<file path="config.mk">
export PLATFORM = sky130hd
export DESIGN_NAME = regfile_write_arbiter
export DESIGN_NICKNAME = d
export VERILOG_FILES = /design/src/rtl/regfile_write_arbiter_pkg.sv /design/src/rtl/regfile_write_arbiter_scoreboard.sv /design/src/rtl/regfile_write_arbiter.sv
export SDC_FILE = /design/constraint.sdc
export NUM_CORES = 1
export LEC_CHECK = 0
export CAP_MARGIN = 30
export CORE_ASPECT_RATIO = 1.2
export CORE_MARGIN = 5
export CORE_UTILIZATION = 40
export DETAILED_ROUTE_END_ITERATION = 6
export GPL_TIMING_DRIVEN = 0
export HOLD_SLACK_MARGIN = 0.02
export PLACE_DENSITY = 0.74
export SYNTH_ARGS = -nofsm -noshare
export SYNTH_HDL_FRONTEND = slang
export SYNTH_HIERARCHICAL = 1
export SYNTH_SLANG_ARGS = --single-unit
</file>
<file path="constraint.sdc">
create_clock -name clk -period 1.71 [get_ports clk]
set_input_delay 0.171 -clock clk [delete_from_list [all_inputs] [get_ports clk]]
set_output_delay 0.171 -clock clk [all_outputs]
set_load 0.1 [all_outputs]
</file>
<file path="src/rtl/regfile_write_arbiter_pkg.sv">
// Shared constants and types for the register-file write arbiter.
// Latency: n/a (package only).
// Backpressure: n/a (package only).
package regfile_write_arbiter_pkg;

    localparam int NUM_REGS = 32;
    localparam int ADDR_W   = 5;
    localparam int DATA_W   = 32;

    // Identifies which requester owned the most recent accept.
    typedef enum logic {
        GRANT_ALU = 1'b0,
        GRANT_MEM = 1'b1
    } grant_e;

endpackage

</file>
<file path="src/rtl/regfile_write_arbiter_scoreboard.sv">
// Busy scoreboard: one bit per register marking writes still in flight; x0 never busy.
// Latency: set/clear take effect at the next clock edge; read ports are combinational on state.
// Backpressure: none; set takes priority over clear on the same register in the same cycle.
module regfile_scoreboard
    import regfile_write_arbiter_pkg::*;
#(
    parameter int N_REGS = NUM_REGS,
    parameter int IDX_W  = ADDR_W
) (
    input  logic             clk,
    input  logic             reset,
    input  logic             set_vld_i,
    input  logic [IDX_W-1:0] set_idx_i,
    input  logic             clr_vld_i,
    input  logic [IDX_W-1:0] clr_idx_i,
    input  logic [IDX_W-1:0] rd0_idx_i,
    output logic             rd0_busy_o,
    input  logic [IDX_W-1:0] rd1_idx_i,
    output logic             rd1_busy_o
);

    logic [N_REGS-1:0] busy_q;
    logic [N_REGS-1:0] busy_d;

    // Next busy vector: apply clear first so a same-cycle set on that register wins.
    always_comb begin
        busy_d = busy_q;
        if (clr_vld_i) begin
            busy_d[clr_idx_i] = 1'b0;
        end
        if (set_vld_i && (set_idx_i != '0)) begin
            busy_d[set_idx_i] = 1'b1;
        end
        busy_d[0] = 1'b0;
    end

    // Busy state register; synchronous reset clears every entry.
    always_ff @(posedge clk) begin
        if (reset) begin
            busy_q <= '0;
        end else begin
            busy_q <= busy_d;
        end
    end

    assign rd0_busy_o = busy_q[rd0_idx_i];
    assign rd1_busy_o = busy_q[rd1_idx_i];

endmodule

</file>
<file path="src/rtl/regfile_write_arbiter.sv">
// Round-robin arbiter sharing the register-file write port between ALU and load writeback.
// Latency: accept in cycle N drives rf_we/rf_waddr/rf_wdata in cycle N+1.
// Backpressure: ready is combinational; both readies drop for one cooldown cycle after every accept.
module regfile_write_arbiter
    import regfile_write_arbiter_pkg::*;
(
    input  logic              clk,
    input  logic              reset,
    input  logic              alu_valid,
    input  logic [ADDR_W-1:0] alu_rd,
    input  logic [DATA_W-1:0] alu_data,
    output logic              alu_ready,
    input  logic              mem_valid,
    input  logic [ADDR_W-1:0] mem_rd,
    input  logic [DATA_W-1:0] mem_data,
    output logic              mem_ready,
    input  logic              alloc_valid,
    input  logic [ADDR_W-1:0] alloc_rd,
    input  logic [ADDR_W-1:0] rs1,
    input  logic [ADDR_W-1:0] rs2,
    output logic              rs1_busy,
    output logic              rs2_busy,
    output logic              rf_we,
    output logic [ADDR_W-1:0] rf_waddr,
    output logic [DATA_W-1:0] rf_wdata
);

    grant_e            last_grant_q, last_grant_d;
    logic              cooldown_q,   cooldown_d;
    logic              rf_we_q,      rf_we_d;
    logic [ADDR_W-1:0] rf_waddr_q,   rf_waddr_d;
    logic [DATA_W-1:0] rf_wdata_q,   rf_wdata_d;

    logic              alu_acc;
    logic              mem_acc;
    logic              any_acc;
    logic [ADDR_W-1:0] sel_rd;
    logic [DATA_W-1:0] sel_data;

    // Grant decision: idle during cooldown, lone requester wins, contention goes to the non-last grantee.
    always_comb begin
        alu_ready = 1'b0;
        mem_ready = 1'b0;
        if (!cooldown_q) begin
            if (alu_valid && mem_valid) begin
                if (last_grant_q == GRANT_MEM) begin
                    alu_ready = 1'b1;
                end else begin
                    mem_ready = 1'b1;
                end
            end else begin
                alu_ready = alu_valid;
                mem_ready = mem_valid;
            end
        end
    end

    assign alu_acc  = alu_valid & alu_ready;
    assign mem_acc  = mem_valid & mem_ready;
    assign any_acc  = alu_acc | mem_acc;
    assign sel_rd   = alu_acc ? alu_rd   : mem_rd;
    assign sel_data = alu_acc ? alu_data : mem_data;

    // Next state: x0 accepts still rotate priority and trigger cooldown but never pulse rf_we.
    always_comb begin
        last_grant_d = last_grant_q;
        if (alu_acc) begin
            last_grant_d = GRANT_ALU;
        end else if (mem_acc) begin
            last_grant_d = GRANT_MEM;
        end
        cooldown_d = any_acc;
        rf_we_d    = any_acc && (sel_rd != '0);
        rf_waddr_d = rf_we_d ? sel_rd   : rf_waddr_q;
        rf_wdata_d = rf_we_d ? sel_data : rf_wdata_q;
    end

    // Arbiter state and write-port output registers; reset drops any pending write.
    always_ff @(posedge clk) begin
        if (reset) begin
            last_grant_q <= GRANT_MEM;
            cooldown_q   <= 1'b0;
            rf_we_q      <= 1'b0;
            rf_waddr_q   <= '0;
            rf_wdata_q   <= '0;
        end else begin
            last_grant_q <= last_grant_d;
            cooldown_q   <= cooldown_d;
            rf_we_q      <= rf_we_d;
            rf_waddr_q   <= rf_waddr_d;
            rf_wdata_q   <= rf_wdata_d;
        end
    end

    assign rf_we    = rf_we_q;
    assign rf_waddr = rf_waddr_q;
    assign rf_wdata = rf_wdata_q;

    regfile_scoreboard #(
        .N_REGS (NUM_REGS),
        .IDX_W  (ADDR_W)
    ) u_scoreboard (
        .clk        (clk),
        .reset      (reset),
        .set_vld_i  (alloc_valid),
        .set_idx_i  (alloc_rd),
        .clr_vld_i  (rf_we_q),
        .clr_idx_i  (rf_waddr_q),
        .rd0_idx_i  (rs1),
        .rd0_busy_o (rs1_busy),
        .rd1_idx_i  (rs2),
        .rd1_busy_o (rs2_busy)
    );

endmodule

</file>
# Word-level counts from Yosys, hierarchy flattened
# Cells that the tools add are included.
# word_totals
wordCells	47
mem_count	0
ram_bits	0
latch_bits	0
regBits	72
rom_bits	0
# classes
n_bitwise	6
n_lt_le_gt_ge	6
n_mul	0
muxes	20
eq_ne	0
addsub	0
shift	0
n_reduce_logical	8
div_mod_pow	0
# ops
cell	count
$mux 32	3
$and 32x32->32	1
$not 32->32	1
$or 32x32->32	1
$lt 5x6->1 const B	4
$mux 1	12
$bmux 1 s5	2
$demux 1 s5	2
$ge 5x1->1 const B	2
$reduce_bool 5->1	2
$logic_and 1x1->1	5
$mux 5	1
$and 1x1->1	2
$reduce_bool 2->1	1
$or 1x1->1	1

# Depth between registers and ports, before layout
# depth
depth_word	9
ltp_mapped	7
mapped_depth_nobuf	5

# Hierarchy
# Netlist, hierarchy kept.
# by_module_without_submodules
module	area_each_um2	cells_each	n_inst
regfile_write_arbiter	2213.4	212	1
regfile_scoreboard	1828.0	230	1

# Least setup slack after synthesis
# OpenSTA, ideal clock, no wires.
# synth_timing
path_kind	reg2reg
from	reg cooldown_q
to	reg rf_wdata_q[11], in the netlist rf_wdata[11]
path_stages_with_launch	6
path_slack_ps	-620
n_path_buf	1
arrival_ps	2249
synth_period_minus_slack_ps	2330
t_required_ps	1629
path_cell_list	dfxtp_1 -> nand2b_1 -> a21oi_1 -> clkbuf_1 -> a211oi_1 -> a211oi_2
# synth_via
word_cells_on_any_way	9
cone_classes	4 x mux; 3 x bitwise; 2 x reduce/logical
# synth_rtl
element	line	rtl
from (decl)	regfile_write_arbiter.sv:29	logic cooldown_q, cooldown_d;
from (signal assigned)	regfile_write_arbiter.sv:88	cooldown_q <= cooldown_d;
$mux 1	regfile_write_arbiter.sv:44	if (!cooldown_q) begin
named net mem_ready	regfile_write_arbiter.sv:16	output logic mem_ready,
$and 1x1->1	regfile_write_arbiter.sv:59	assign mem_acc = mem_valid & mem_ready;
$or 1x1->1	regfile_write_arbiter.sv:60	assign any_acc = alu_acc | mem_acc;
$logic_and 1x1->1	regfile_write_arbiter.sv:73	rf_we_d = any_acc && (sel_rd != '0);
to (signal assigned)	regfile_write_arbiter.sv:91	rf_wdata_q <= rf_wdata_d;
to (decl)	regfile_write_arbiter.sv:32	logic [DATA_W-1:0] rf_wdata_q, rf_wdata_d;
# The timed path passes the listed nets, and every way through them passes these cells.
# A chain may end at the register's enable or synchronous reset.

# Worst setup path in the final report
# layout_timing
from	reg u_scoreboard.busy_q[20]
to	out rs2_busy
# layout_via
elab_chain_cells	2
# layout_rtl
element	line	rtl
from (decl)	regfile_write_arbiter_scoreboard.sv:22	logic [N_REGS-1:0] busy_q;
from (signal assigned)	regfile_write_arbiter_scoreboard.sv:42	busy_q <= busy_d;
$bmux 1 s5	regfile_write_arbiter_scoreboard.sv:47	assign rd1_busy_o = busy_q[rd1_idx_i];
$mux 1 (not written as such)	regfile_write_arbiter_scoreboard.sv:47	
to (decl)	regfile_write_arbiter.sv:22	output logic rs2_busy,
# No other way between the ends. The select of a mux whose other input is x is not followed.

==> impl_metrics.json <==
{
  "yosysUniqueCellTypes": 39,
  "dp_hpwl_um": 9840,
  "tns_ns": -0.389,
  "portBuffers": 131,
  "met2_length_um": 6550,
  "clock_sinks": 71,
  "ys.flop_type": "dfxtp_1",
  "ys_async_sr_fraction": 0,
  "initial_core_util": 0.406,
  "num_vias": 4152,
  "met3_length_um": 1320,
  "status": "finished, violations left",
  "tightest_slew_ns": 1.02,
  "drc_errors": 0,
  "antenna_found_initial": 0,
  "reg2reg_setup_slack_ns": 0.14,
  "muxShareOfSynthArea": 0.162,
  "avgSynthCellArea_um2": 9.14,
  "violations": "negative setup slack",
  "die_h_um": 120,
  "syn_inst": 442,
  "grt_max_degree": 12,
  "clk_path_buf_depth": 2,
  "endpoint_kind": "primary output",
  "worstHoldPathCells": 3,
  "core_area_um2": 9960,
  "firstDrtPassIters": 5,
  "timing.final.hold_violations": 0,
  "period_share": 1.12,
  "grt_pass1_wl_um": 20700,
  "ys_seq_area_frac": 0.352,
  "top_layer": "met4",
  "std_cell_rows": 40,
  "gp_congestion": 0.891,
  "reg2reg_to": "rf_wdata[23]",
  "synthAdderAreaFrac": 0,
  "post-route-min-period_ns": 1.92,
  "syn_nets": 536,
  "die_x_um": 102,
  "cap_violations": 0,
  "final_layout_size_suffix_gt1_frac": 0.275,
  "leakage_nw": 2.38,
  "arrival_ns": 1.75,
  "synthSimpleGateAreaFrac": 0.139,
  "ir_drop_mv": 0.673,
  "synth-seq-cells": 71,
  "hold_end": "rf_waddr[0]",
  "finClkSkew_ns": 0.00734,
  "cts_tree": "built",
  "synth-edff-count": 0,
  "fmax_ghz": 0.522,
  "overflow": 0,
  "final_cell_mix": "clkdlybuf4s50_1 (85), dfxtp_1 (63), mux2i_1 (52)",
  "synth_top_family_by_area": "compound AO/OA/AOI/OAI gates",
  "htreeDepth": 3,
  "synthesis.area_um2": 4040,
  "first_iter_violations": 218,
  "synth_compound_area_frac": 0.296,
  "layout_setup_ws_ns": -0.207,
  "powerDensity_nw_per_um2": 935,
  "setup.worst_path.class": "flop to primary output",
  "fill_cells": 816,
  "ctsHoldBuffers": 0,
  "diodes": 0,
  "ioPinCount": 136,
  "final_nets": 690,
  "grtUsageTotal": 0.215,
  "slew_headroom": 0.318,
  "cp_data_required_time_ns": 1.54,
  "p_total_mw": 5.75,
  "finalSetupViolations": 2,
  "synth_xor_area_frac": 0,
  "hp-start": "mem_rd[0]",
  "maxSlewViolCount": 0,
  "dieArea_um2": 12200,
  "mostFrequentLayoutCell": "clkdlybuf4s50_1",
  "vias_per_cell": 5.72,
  "r2r-start": "cooldown_q",
  "final_antenna_net_count": 0,
  "ff2ff_path_depth": 6,
  "cp_max_fo": 3,
  "cp-start-kind": "flop",
  "cts_buffers": 9,
  "dpl_worst_slack_ns": -1.36,
  "hold_path_class": "input pin to flop",
  "cts-root-buf": "clkbuf_16",
  "worstSkewPairLatency_ns": 0.34,
  "wl_per_cell_um": 18.3,
  "wirelength_um": 13300,
  "synth_warnings": 6,
  "clkTransAtPathRegs_ns": 0.06,
  "area_growth_pct": 52.1,
  "m1WireLength_um": 5120,
  "rsz0062_at_grt": "true",
  "grt_pass1_vias": 4235
}
[cells in the mapped netlist (all sizes together) (8+ instances only)]
cell type   n  area (µm²)
a211oi     69         668
mux2i      52         521
nand2b     11        68.8
inv         8        30.0
nand3      12        60.1
buf        16         105
nand2      39         146
o21ai      33         165
dfxtp      71        1420
a21oi      39         195
nor2       10        37.5
clkbuf     19        71.3
[registers in the layout, summed over array words and instances (netlist names)]
| signal | count |
|---|---|
| last_grant_q | 1 |
| cooldown_q | 1 |
| rf_wdata | 32 |
| rf_we | 1 |
| u_scoreboard/busy_q | 31 |
| rf_waddr | 5 |
[layout make-up]
class / count / area, µm² / area share
tap: 126 / 158 / 0.0256
clock inverter: 3 / 17.5 / 0.00285
sequential: 71 / 1430 / 0.233
clock buffer: 12 / 267 / 0.0433
multi-input combinational: 328 / 2570 / 0.417
buffer: 34 / 285 / 0.0464
timing repair buffer: 144 / 1390 / 0.226
inverter: 8 / 33.8 / 0.00549
[routing by layer]
layer | vias to the layer above | global-route usage
met2 | 207 | 0.361
met5 | - | 0
met1 | 1939 | 0.244
li1 | 1975 | -
met4 | 0 | 0.0889
met3 | 31 | 0.0750
[worst max-delay path by stage]
stage                     slack (ns)                    start  depth (start not counted)         to
after global placement         -1.31                mem_valid                          5  mem_ready
after floorplan                -0.35                   rs1[1]                          5   rs1_busy
final                          -0.21  u_scoreboard/busy_q[20]                          5   rs2_busy
after global routing           -0.30  u_scoreboard/busy_q[23]                          5   rs2_busy
after detailed placement       -1.36                mem_valid                          5  mem_ready
after CTS                      -0.21   u_scoreboard/busy_q[7]                          5   rs1_busy
[where the power goes]
part	internal [mW]	switching [mW]
Sequential	1.78	0.103
Combinational	0.702	1.38
Clock	1.09	0.701
Total	3.56	2.18
[metrics by stage]
stage               hold slack [ns]  area (µm²)  cells   util
floorplan                     0.240        4150    442      -
global placement              0.468        5620    699  0.564
detailed placement            0.483        5680    701  0.570
CTS                           0.304        6070    716  0.609
global route                  0.356        6150    726  0.617
finish                        0.310        6150    726  0.617
[kinds of logic after synthesis]
group / Yosys count
AND/OR/NAND/NOR: 108
flip-flops: 71
multiplexers: 58
buffers and inverters: 43
AO/OA/AOI/OAI: 162
[timing repair]
| action | CTS | global route |
|---|---|---|
| buffers inserted | 1 | 9 |
| gates cloned | 0 | 1 |
| resized for setup | 139 | 70 |
| endpoints found under the hold margin | 0 | 0 |
| pin swaps | 3 | 7 |
| setup endpoints to repair | 75 | 58 |
[worst max-delay path, stage by stage, from the launching register on]
cell       delay (ns)
dfxtp_2          0.33
mux4_2           0.46
nand2b_4         0.16
o2111ai_2        0.08
nand4_1          0.17
buf_12           0.21
No activity file was read; power rests on OpenSTA's default activity.
==> RTL change 1: new RTL, same flow settings <==
Take the reset off `rf_wdata_q` and load it in a clocked block of its own.
--- a/src/rtl/regfile_write_arbiter.sv
+++ b/src/rtl/regfile_write_arbiter.sv
@@ -83,5 +83,4 @@
             rf_we_q      <= 1'b0;
             rf_waddr_q   <= '0;
-            rf_wdata_q   <= '0;
         end else begin
             last_grant_q <= last_grant_d;
@@ -89,6 +88,9 @@
             rf_we_q      <= rf_we_d;
             rf_waddr_q   <= rf_waddr_d;
-            rf_wdata_q   <= rf_wdata_d;
         end
+    end
+
+    always_ff @(posedge clk) begin
+        rf_wdata_q <= rf_wdata_d;
     end
 
Behaviour: not the same (a bounded check fails within 4 cycles, from zero or initial values and one cycle with reset high).
==> RTL change 1 against the unedited design <==
Cell count is 3.9% lower. Area after synthesis fell by 7.9%. Design area shrank 10%. Clock power fell by 39%. Total power fell by 17%. Sequential cell count did not move. The run still ends with setup timing left. Setup slack worse by 1.9 ps. Critical path type is now in -> out. Largest power group is now registers. Wire length shrank 13%.
==> RTL change 1: results <==
[synth]
yosysUniqueCellTypes = 44
syn_nets = 519
synth_edf_count = 32
synth-seq-area-share_pct = 46.8

[critical_path]
cp-startpoint = rs2[2]
crit_type = in -> out
crit_path_max_incr_delay_ps = 550
critical_path.top_delay_family = buffers and inverters
cp_slowest_cell = clkdlybuf4s50_1
worstReg2RegStart = last_grant_q

[grt]
grt_max_degree = 22
grt_pass1_vias = 4023

[power]
sequentialPower_uw = 1980
combPwrFrac_pct = 35.9
leakage_uw = 0.00216

[sta]
finalSetupViolations = 2
fin_ws_ps = -209
worstMarginPinSlew_ps = 966

[worst_hold_path]
hp-start = alu_data[6]

[placed_design]
placedCellCount = 681
dp_hpwl_um = 9170

[cells_and_area]
final_nets = 668
drive_gt1_share_pct = 18.3

[cts]
postCtsSetupBuffers = 4

[route]
wl_um = 11600
drtIter0Drc = 107

[outcome]
failed_checks = setup timing
status = finished, violations left
-- RTL change 1: cell count changes after synthesis, sizes merged, moves of 3 or more --
cell,unedited run,this run
clkbuf,19,6
dfxtp,71,39
edfxtp,0,32
nand2,39,135
nor2b,7,4
mux2i,52,21
or4,0,3
a211oi,69,5
buf,16,13
-- RTL change 1: path summary, 6_finish.rpt --
path,cells past startpoint,slack (ps),endpoint
setup / recovery,7,-210,rs2_busy
hold / removal,3,470,rf_wdata[6]
setup reg to reg,4,180,rf_wdata[12]
hold reg to reg,1,490,last_grant_q
-- RTL change 1: layout make-up --
type                    instances  area [um^2]
plain buffers                  18          135
inverters                       7         28.8
fillers                       752         3560
clock inverters                 5         26.3
repair buffers                139         1380
clock buffers                  10          128
well taps                     120          150
multi-input cells             328         1930
flip-flops and latches         71         1750
-- RTL change 1: cell families after synthesis --
logic type / Yosys count / synth area share, %
simple gates: 207 / 25.8
compound gates: 94 / 15.1
flops: 71 / 46.8
mux: 27 / 9.27
buf+inv: 26 / 3.06
-- RTL change 1: per-stage QoR --
step | instance area (um^2) | hold slack [ps] | TNS [ps] | utilization, % | total power, uW
detailed placement | 5380 | 465 | -26610 | 59.2 | 3780
global placement | 5270 | 459 | -41180 | 58.1 | 3710
finish | 5530 | 466 | -385 | 60.8 | 4790
floorplan | 3810 | 240 | -11030 | - | 3160
CTS | 5590 | 448 | -408 | 61.6 | 4850
global route | 5530 | 472 | -504 | 60.8 | 4990
-- RTL change 1: routing by layer --
metal  up-vias  track usage, %  share of wire, %  wire length [um]
li1       1798               -                 -                 -
met1      1745            20.2                35              4110
met2       173            37.8                50              5860
met3        22            10.1                12              1380
met4         0            10.1               2.5               288
met5         -               0                 0                 0
==> RTL change 2: new RTL, config.mk and constraints unchanged <==
Made on the original files. Change the package constant `NUM_REGS` from 32 to 48.
--- a/src/rtl/regfile_write_arbiter_pkg.sv
+++ b/src/rtl/regfile_write_arbiter_pkg.sv
@@ -4,5 +4,5 @@
 package regfile_write_arbiter_pkg;
 
-    localparam int NUM_REGS = 32;
+    localparam int NUM_REGS = 48;
     localparam int ADDR_W   = 5;
     localparam int DATA_W   = 32;
Function: same outputs for any inputs over 4 cycles, from zero or initial values and one cycle with reset high; that may be too few to reach the edited logic, so the function may still have changed.
==> RTL change 2 against the unedited design <==
The run still ends with setup timing left. Combinational power fell by 3%. Total power shrank 1.8%. Cell count fell by 0.96%. Critical path depth unchanged. Clock skew barely moved. Clock power is 3% lower. Setup slack lost 8.9 ps. Wire length fell by 2.1%. Sequential cell count is the same. Design area down 1.8%. Area after synthesis about the same.
==> RTL change 2: results <==
[outcome]
status = finished, violations left
failed_checks = setup timing

[critical_path]
worstPathArrival_ps = 1750

[cells_and_area]
largest_reg_flops = 32
fin_cells = 719
drive_gt1_share_pct = 27.8
final_nets = 682
diodes = 0
fillers = 805
stdcell_area_mm2 = 0.00604

[placed_design]
place_area_mm2 = 0.00562
dp_hpwl_um = 9500
gp_congestion = 0.933
placedCellCount = 698

[sta]
finalSetupViolations = 2
slew_headroom_pct = 35.9
tns_ps = -365
skew_ps = 6.88
fin_ws_ps = -216

[synth]
yosysUniqueCellTypes = 39
synth-seq-area-share_pct = 35.2
netlist_top_cells_count = dfxtp_1, mux2i_1, a211oi_1, a21oi_1, nand2_1
syn_nets = 535
syn_inst = 441
synth_area_leaders = dfxtp_1, mux2i_1, a211oi_2

[grt]
grt_pass1_wl_um = 20600
grt_pass1_vias = 4207
grt_util_all_layers_pct = 21.1

[route]
drtIter0Drc = 278
vias_per_cell = 5.83
wl_um = 13000

[power]
vdd_drop_max_mv = 0.637
leakage_uw = 0.00232
-- RTL change 2: changes by cell type after synthesis, sizes merged --
cell | unedited run | this run
nor2 | 10 | 9
or3b | 2 | 3
nand2 | 39 | 38
-- RTL change 2: worst paths after layout --
check	end	cells after the start	startpoint	slack [ps]
max	rs2_busy	5	u_scoreboard/busy_q[7]	-220
min	last_grant_q	3	alu_valid	370
max reg2reg	rf_wdata[18]	6	last_grant_q	100
min reg2reg	u_scoreboard/busy_q[7]	2	u_scoreboard/busy_q[7]	480
-- RTL change 2: logic make-up (layout without fill, tap and decap cells) --
| group | after synthesis | count (layout) | share of synthesized area (%) |
|---|---|---|---|
| buffers and inverters | 43 | 195 | 5.11 |
| flip-flops | 71 | 71 | 35.2 |
| AND/OR/NAND/NOR | 107 | 107 | 13.9 |
| multiplexers | 58 | 58 | 16.2 |
| AO/OA/AOI/OAI | 162 | 162 | 29.6 |
-- RTL change 2: layer usage --
metal / global-route usage, % / vias up / part of all wire (%) / wire (um)
met5: 0 / - / 0 / 0
met4: 8.15 / 0 / 2.7 / 349
met3: 8.84 / 37 / 11 / 1470
met2: 34.5 / 226 / 48 / 6280
met1: 24.2 / 1955 / 38 / 4930
li1: - / 1971 / - / -
-- RTL change 2: timing repair --
action,in CTS,in global routing
gates resized for setup,141,68
setup endpoints to repair,76,68
pin swaps,6,10
gates cloned,0,1
buffers inserted,0,5
-- RTL change 2: cell type report --
cell class              instances  area share, %
plain buffers                  34           4.75
clock buffers                  13           4.31
well taps                     126           2.61
repair buffers                137           20.9
multi-input cells             327           42.9
clock inverters                 3          0.290
inverters                       8          0.559
flip-flops and latches         71           23.7
-- RTL change 2: where the power goes --
group,switching (uW),internal [uW]
combinational,1370,654
sequential,98.8,1780
clock,685,1060
